==> src/rtl/adc_spi_responder.sv <==
// Stand-in for the quad ADC configuration port: decodes 24-bit SPI frames (R/W, addr, data),
// holds a 2**ADDR_W x 16 register file and returns read data on miso. Serial pins are oversampled on clk.
module adc_spi_responder #(
   parameter int          ADDR_W = 7,
   parameter logic [15:0] ID_VAL = 16'hA5C3
) (
   input  logic              clk,
   input  logic              rst,
   input  logic              adc_sclk,
   input  logic              adc_sen,
   input  logic              adc_mosi,
   input  logic              adc_rst,
   output logic              adc_miso,
   output logic              miso_oe,
   output logic              reg_wr_stb,
   output logic [ADDR_W-1:0] reg_wr_addr,
   output logic [15:0]       reg_wr_data,
   output logic              frame_err,
   output logic [2:0]        dbg_state_o
);
   typedef enum logic [2:0] {IDLE = 3'd0, HDR = 3'd1, WDATA = 3'd2, RDATA = 3'd3, FLUSH = 3'd4} state_t;
   localparam logic [ADDR_W-1:0] ID_ADDR = '1;

   logic [3:0]        sync1_q, sync2_q;   // {adc_rst, adc_mosi, adc_sen, adc_sclk}
   logic [1:0]        prev_q;             // {sen, sclk} one cycle behind sync2_q
   state_t            state_q, state_d;
   logic [4:0]        bit_cnt_q, bit_cnt_d;
   logic [15:0]       shift_in_q, shift_in_d;
   logic [15:0]       shift_out_q, shift_out_d;
   logic [ADDR_W-1:0] addr_q, addr_d;
   logic              miso_q, miso_d, oe_q, oe_d, stb_q, stb_d, err_q, err_d;
   logic [ADDR_W-1:0] wr_addr_q, wr_addr_d;
   logic [15:0]       wr_data_q, wr_data_d;
   logic [15:0]       regs_q [2**ADDR_W];
   logic              commit, wr_en, soft_clr;
   logic              sclk_s, sen_s, mosi_s, arst_s;
   logic              sclk_rise, sclk_fall, sen_rise, sen_fall;
   logic [6:0]        hdr_addr;
   logic [ADDR_W-1:0] new_addr;
   logic [15:0]       rd_val;

   assign sclk_s    = sync2_q[0];
   assign sen_s     = sync2_q[1];
   assign mosi_s    = sync2_q[2];
   assign arst_s    = sync2_q[3];
   assign sclk_rise = sclk_s & ~prev_q[0];
   assign sclk_fall = ~sclk_s & prev_q[0];
   assign sen_rise  = sen_s & ~prev_q[1];
   assign sen_fall  = ~sen_s & prev_q[1];

   // On the 8th rising edge the header is 7 shifted bits plus the bit being sampled now.
   assign hdr_addr = {shift_in_q[5:0], mosi_s};
   assign new_addr = hdr_addr[6 -: ADDR_W];
   assign rd_val   = (new_addr == ID_ADDR) ? ID_VAL : regs_q[new_addr];
   assign wr_en    = commit && (addr_q != ID_ADDR);
   assign soft_clr = stb_q && (wr_addr_q == '0) && wr_data_q[0];

   always_ff @(posedge clk or posedge rst) begin
      if (rst) begin
         sync1_q <= '0;
         sync2_q <= '0;
         prev_q  <= '0;
      end else begin
         sync1_q <= {adc_rst, adc_mosi, adc_sen, adc_sclk};
         sync2_q <= sync1_q;
         prev_q  <= sync2_q[1:0];
      end
   end

   always_comb begin
      state_d     = state_q;
      bit_cnt_d   = bit_cnt_q;
      shift_in_d  = shift_in_q;
      shift_out_d = shift_out_q;
      addr_d      = addr_q;
      miso_d      = miso_q;
      oe_d        = oe_q;
      stb_d       = 1'b0;
      err_d       = 1'b0;
      wr_addr_d   = wr_addr_q;
      wr_data_d   = wr_data_q;
      commit      = 1'b0;
      if (arst_s) begin
         state_d   = IDLE;
         bit_cnt_d = '0;
         miso_d    = 1'b0;
         oe_d      = 1'b0;
      end else if (sen_rise) begin
         // Frame end takes priority over any sclk edge seen in the same cycle.
         state_d = IDLE;
         miso_d  = 1'b0;
         oe_d    = 1'b0;
         case (state_q)
            HDR:   err_d = 1'b1;
            WDATA: begin
               if (bit_cnt_q == 5'd24) begin
                  commit    = 1'b1;
                  stb_d     = 1'b1;
                  wr_addr_d = addr_q;
                  wr_data_d = shift_in_q;
               end else begin
                  err_d = 1'b1;
               end
            end
            RDATA: err_d = (bit_cnt_q != 5'd24);
            default: ;
         endcase
      end else if (state_q == IDLE) begin
         if (sen_fall) begin
            state_d   = HDR;
            bit_cnt_d = '0;
         end
      end else if (!sen_s) begin
         if (sclk_rise) begin
            shift_in_d = {shift_in_q[14:0], mosi_s};
            bit_cnt_d  = (bit_cnt_q == 5'd31) ? bit_cnt_q : bit_cnt_q + 5'd1;
            case (state_q)
               HDR: begin
                  if (bit_cnt_q == 5'd7) begin
                     addr_d = new_addr;
                     if (shift_in_q[6]) begin
                        state_d     = RDATA;
                        shift_out_d = rd_val;
                        oe_d        = 1'b1;
                     end else begin
                        state_d = WDATA;
                     end
                  end
               end
               WDATA, RDATA: begin
                  if (bit_cnt_q == 5'd24) begin
                     state_d = FLUSH;
                     err_d   = 1'b1;
                     miso_d  = 1'b0;
                     oe_d    = 1'b0;
                  end
               end
               default: ;
            endcase
         end else if (sclk_fall && state_q == RDATA) begin
            miso_d      = shift_out_q[15];
            shift_out_d = {shift_out_q[14:0], 1'b0};
         end
      end
   end

   always_ff @(posedge clk or posedge rst) begin
      if (rst) begin
         state_q     <= IDLE;
         bit_cnt_q   <= '0;
         shift_in_q  <= '0;
         shift_out_q <= '0;
         addr_q      <= '0;
         miso_q      <= 1'b0;
         oe_q        <= 1'b0;
         stb_q       <= 1'b0;
         err_q       <= 1'b0;
         wr_addr_q   <= '0;
         wr_data_q   <= '0;
      end else begin
         state_q     <= state_d;
         bit_cnt_q   <= bit_cnt_d;
         shift_in_q  <= shift_in_d;
         shift_out_q <= shift_out_d;
         addr_q      <= addr_d;
         miso_q      <= miso_d;
         oe_q        <= oe_d;
         stb_q       <= stb_d;
         err_q       <= err_d;
         wr_addr_q   <= wr_addr_d;
         wr_data_q   <= wr_data_d;
      end
   end

   // Soft reset fires the cycle after the strobe, so the write to reg0 itself is wiped too.
   always_ff @(posedge clk or posedge rst) begin
      if (rst) begin
         for (int i = 0; i < 2**ADDR_W; i++) regs_q[i] <= '0;
      end else if (arst_s || soft_clr) begin
         for (int i = 0; i < 2**ADDR_W; i++) regs_q[i] <= '0;
      end else if (wr_en) begin
         regs_q[addr_q] <= shift_in_q;
      end
   end

   assign adc_miso    = miso_q;
   assign miso_oe     = oe_q;
   assign reg_wr_stb  = stb_q;
   assign reg_wr_addr = wr_addr_q;
   assign reg_wr_data = wr_data_q;
   assign frame_err   = err_q;
   assign dbg_state_o = state_q;
endmodule

==> config.mk <==
export PLATFORM = sky130hd
export DESIGN_NAME = adc_spi_responder
export DESIGN_NICKNAME = d
export VERILOG_FILES = /design/src/rtl/adc_spi_responder.sv
export SDC_FILE = /design/constraint.sdc
export NUM_CORES = 2
export LEC_CHECK = 0
export ABC_AREA = 1
export CAP_MARGIN = 20
export CORE_MARGIN = 2
export CORE_UTILIZATION = 31
export DETAILED_ROUTE_END_ITERATION = 8
export SLEW_MARGIN = 20
export SYNTH_ARGS = -nofsm -noshare
export SYNTH_HDL_FRONTEND = slang
export SYNTH_SLANG_ARGS = --single-unit
==> constraint.sdc <==
create_clock -name clk -period 114.1 [get_ports clk]
set_input_delay 17.115 -clock clk [delete_from_list [all_inputs] [get_ports clk]]
set_output_delay 17.115 -clock clk [all_outputs]
set_load 0.01 [all_outputs]
# Yosys cells after proc, flatten, opt, wreduce, memory -nomap -nowiden
# Cells that the tools add are included.
word_totals:
  elab_cells: 270
  regBits: 2132
op_classes:
  bitwise: 13
  n_addsub: 1
  muxes: 59
  n_reduce_logical: 25
  n_lt_le_gt_ge: 3
  n_eq_ne: 27
op_table:
  columns: ["cell", "count"]
  rows:
  - ["two-way mux 2048 bit", 2]
  - ["bitwise mux 2048 bit", 1]
  - ["two-way mux 16 bit", 9]
  - ["binary-select mux 16 bit (select 7 bit)", 1]
  - ["demux 16 bit (select 7 bit)", 1]
  - ["two-way mux 5 bit", 7]
  - ["two-way mux 1 bit", 27]
  - ["two-way mux 3 bit", 8]
  - [">= comparator 8 bit (second input constant)", 2]
  - ["!= test 4 bit (second input constant)", 4]
  - ["NOT 7 -> 8 bit", 2]
  - ["!= test 5 bit (second input constant)", 3]
  - ["AND reduction 5 bit", 3]
  - ["AND reduction 7 bit", 2]
  - ["nonzero test 4 bit", 3]
  - ["equality test 5 bit (second input constant)", 2]
  - ["!= test 3 bit (second input constant)", 3]
  - ["< comparator 8 x 1 -> 1 bit (second input constant)", 1]
  - ["!= test 4 x 2 -> 1 bit (second input constant)", 2]
  - ["AND reduction 8 bit", 1]
  - ["equality test 7 bit (second input constant)", 1]
  - ["zero test 7 bit", 1]
  - ["!= test 7 bit (second input constant)", 1]
  - ["NOT 1 bit", 7]
  - ["21 further kinds", 34]

# Depth between registers and ports, before layout
depth:
  depth_word: 9
  depth_mapped: 17
  ltp_nobuf: 14

# Worst setup path before layout
# OpenSTA, ideal clock, no wires.
synth_timing:
  path_type: "reg2out"
  from: "register state_q[2] (netlist: dbg_state_o[2])"
  to: "output port dbg_state_o[2]"
  t_arrival_ps: 450
  required_ps: 96985
  slack_ps: 96535
  path_stages_with_launch: 1
  path_cell_list: "dfrtp_1"
synth_lines:
  columns: ["element", "line", "rtl"]
  rows:
  - ["from (decl)", "26", "state_t state_q, state_d;"]
  - ["from (signal assigned)", "161", "state_q <= state_d;"]
  - ["to (decl)", "19", "output logic [2:0] dbg_state_o"]
# No word-level cell between the ends.

==> results.json <==
{
  "cts_tree": "done",
  "cp_num_cells": 9,
  "slowest_delay_ps": 810,
  "vias_per_cell": 5.43,
  "critPathBufInv": 9,
  "drtIter0Drc": 10200,
  "wl_per_cell_um": 21.6,
  "dp_hpwl_mm": 194,
  "die_y_um": 574,
  "clock_latency_ps": 900,
  "reg2regPathDepth": 15,
  "worst_clock_skew_ps": 69.5,
  "final_nets": 11200,
  "cts_sinks": 2132,
  "cpMostUsedCell": "buf_4",
  "r2r_slack_ps": 108450,
  "p_leak_nw": 47.7,
  "slew_viol_final": 0,
  "hold_viol": 0,
  "fin_ws_ps": 91870,
  "p_per_area_nw_per_um2": 16.5,
  "worstReg2RegStart": "sync2_q[2]$_DFF_PP0_",
  "hold_path_class": "reg2reg",
  "fin_area_um2": 111000,
  "cts_setup_buffers": 0,
  "cts_resized": 0,
  "crit_path_start": "rst",
  "dpl_worst_slack_ps": 90340,
  "ys_types": 34,
  "p_total_mw": 1.82,
  "ctsHtreeMaxLevel": 4,
  "die_area_um2": 330000,
  "area_growth_pct": 9.87,
  "ir_drop_v": 0.0000170,
  "seq_area_frac_synth_pct": 53.0,
  "crit_type": "in2async",
  "setup_viol_count_final": 0,
  "r2r-end": "shift_out_q[2]$_DFFE_PP0P_",
  "cpLargestDelayFamily": "buffers and inverters",
  "grt_pass1_vias": 81100,
  "final.period_utilization_pct": 19.5,
  "syn_inst": 11900,
  "ant_nets": 0,
  "grt-ovfl-total": 0,
  "critical_path.cell_chain": "clkdlybuf4s50_1, inv_8, buf_12, buf_4, buf_4, buf_12, buf_4, buf_4, buf_16",
  "netlist_area_um2": 101000,
  "drive_gt1_share_pct": 5.83,
  "max_clock_freq_mhz": 45.0,
  "endpoint_kind": "async pin",
  "ys_ff_latch": 2132,
  "worst_pin_slew_ps": 1190,
  "clk_pin_slew_ps": 60,
  "status": "finished clean",
  "grt_first_pass_wirelength_mm": 519,
  "cp_max_fo": 170,
  "rsz0062_at_grt": "false",
  "dieWidth_um": 574,
  "grt_use_total_pct": 20.1,
  "port_buffers": 35,
  "vias": 85400,
  "boundaryPins": 36,
  "place.gp.congestion": 0.928,
  "maxCapViolations": 0,
  "dpl_cell_area_um2": 103000,
  "slowest_stage": "buf_4",
  "hold-worst-slack_ps": 350,
  "cp.arrival_ps": 23250,
  "cts_root_buf": "clkbuf_16",
  "drt-total-wl_mm": 340,
  "fill_cells": 34000,
  "tns_ps": 0,
  "start_util_pct": 31.1,
  "maxSlewHeadroom_pct": 20.8,
  "clockBufferDepth": 3,
  "firstDrtPassIters": 6,
  "fin_crit_ps": 22230,
  "core_um2": 324000,
  "syn_nets": 11900,
  "grt_max_degree": 193,
  "grt_antenna_before_repair": 13,
  "syn_area_per_cell_um2": 8.49,
  "row_count": 209,
  "yosysWarnings": 0,
  "drcViolationCount": 0,
  "start_kind": "primary input",
  "cts_hold_buffers": 0,
  "cts_buffers": 221,
  "crit_path_end": "regs_q[390]$_DFFE_PP0P_",
  "required_ps": 115120
}
-- layout make-up --
type | instances | area [um^2] | share of cell area [%]
sequential | 2132 | 53400 | 48.2
multi-input combinational | 7194 | 37200 | 33.6
clock buffer | 357 | 6750 | 6.10
inverter | 1497 | 5740 | 5.18
tap | 4325 | 5410 | 4.89
timing repair buffer | 161 | 1490 | 1.35
clock inverter | 53 | 742 | 0.670
antenna | 8 | 20.0 | 0.0181
-- layout by cell type (no fill, tap or decap), drive strengths merged, types with 35 or more instances in the layout --
| cell type | synthesis | final |
|---|---|---|
| o211ai | 382 | 382 |
| nand3 | 1653 | 1653 |
| buf | 508 | 126 |
| nand2 | 2093 | 2093 |
| a21oi | 377 | 377 |
| clkinv | 4 | 37 |
| clkdlybuf4s50 | 0 | 35 |
| inv | 1493 | 1499 |
| dfrtp | 2132 | 2132 |
| nor2 | 344 | 344 |
| o21ai | 915 | 915 |
| clkbuf | 531 | 357 |
| o22ai | 1401 | 1401 |
-- cell families (layout without fill, tap and decap cells) --
logic type,after synthesis,after routing,share of synthesized area (%)
DFF,2132,2132,53.0
AOI/OAI and AO/OA,3076,3076,18.0
and+or+nand+nor,4115,4115,18.8
buffers and inverters,2536,2068,10.2
adders and majority gates,3,3,0.0373
other,0,8,0
-- worst min-delay path by stage --
| stage | start | to | slack (ps) | depth (start not counted) |
|---|---|---|---|---|
| 2_1_floorplan | sync1_q[0]$_DFF_PP0_ | sync2_q[0]$_DFF_PP0_ | 330 | 0 |
| 3_3_place_gp | sync1_q[0]$_DFF_PP0_ | sync2_q[0]$_DFF_PP0_ | 340 | 0 |
| 3_5_place_dp | sync1_q[0]$_DFF_PP0_ | sync2_q[0]$_DFF_PP0_ | 340 | 0 |
| 4_1_cts | sync1_q[0]$_DFF_PP0_ | sync2_q[0]$_DFF_PP0_ | 350 | 0 |
| 5_1_grt | sync1_q[3]$_DFF_PP0_ | sync2_q[3]$_DFF_PP0_ | 370 | 0 |
| 6_report | sync1_q[0]$_DFF_PP0_ | sync2_q[0]$_DFF_PP0_ | 350 | 0 |
-- synth_stat cells (all sizes together) --
cell	count	area share (%)
dfrtp	2132	53
nand2	2093	7.9
nand3	1653	9.4
inv	1493	5.6
o22ai	1401	8.7
o21ai	915	4.5
clkbuf	531	2.0
buf	508	2.6
o211ai	382	2.8
a21oi	377	1.9
nor2	344	1.3
nor3	10	0.065
nand4	8	0.056
nor4	5	0.046
clkinv	4	0.015
ha	3	0.037
nor3b	1	0.0075
o31ai	1	0.0075
or2	1	0.0062
-- power breakdown --
group / internal (mW) / switching (mW)
Sequential: 0.758 / 0.00475
Combinational: 0.0641 / 0.250
Clock: 0.429 / 0.319
Total: 1.25 / 0.573
-- through the flow --
step | utilization, % | instances
6_report | 34.2 | 15700
5_1_grt | 34.2 | 15700
4_1_cts | 34.2 | 15700
3_5_place_dp | 31.8 | 15300
3_3_place_gp | 31.8 | 15300
2_1_floorplan | - | 11900
-- flip-flops by register name (all words and copies together), names as in the netlist --
name	cells
bit_cnt_q	5
frame_err	1
sync2_q	4
addr_q	7
dbg_state_o	3
shift_in_q	16
miso_oe	1
prev_q	2
reg_wr_stb	1
adc_miso	1
reg_wr_data	16
reg_wr_addr	7
regs_q	2048
sync1_q	4
shift_out_q	16
-- per-layer routing --
layer	global-route usage [%]	wire [um]
met2	29.3	147000
met5	0	70
met1	29.2	151000
met3	4.19	30100
met4	7.39	12200
-- worst reg2reg max path: stages (launching register included) --
cell     delay [ps]
dfrtp_4         880
buf_4           700
buf_4           680
buf_4           790
buf_12          580
nand2_1         310
nand3_1         130
nand2_1          70
nand2_1          50
nand2_1          70
nor2_1          210
nand2_1         300
nand3_1         390
nand3_1         170
nand3_1         120
a21oi_1          70
Power figures use the tool's default switching activity.
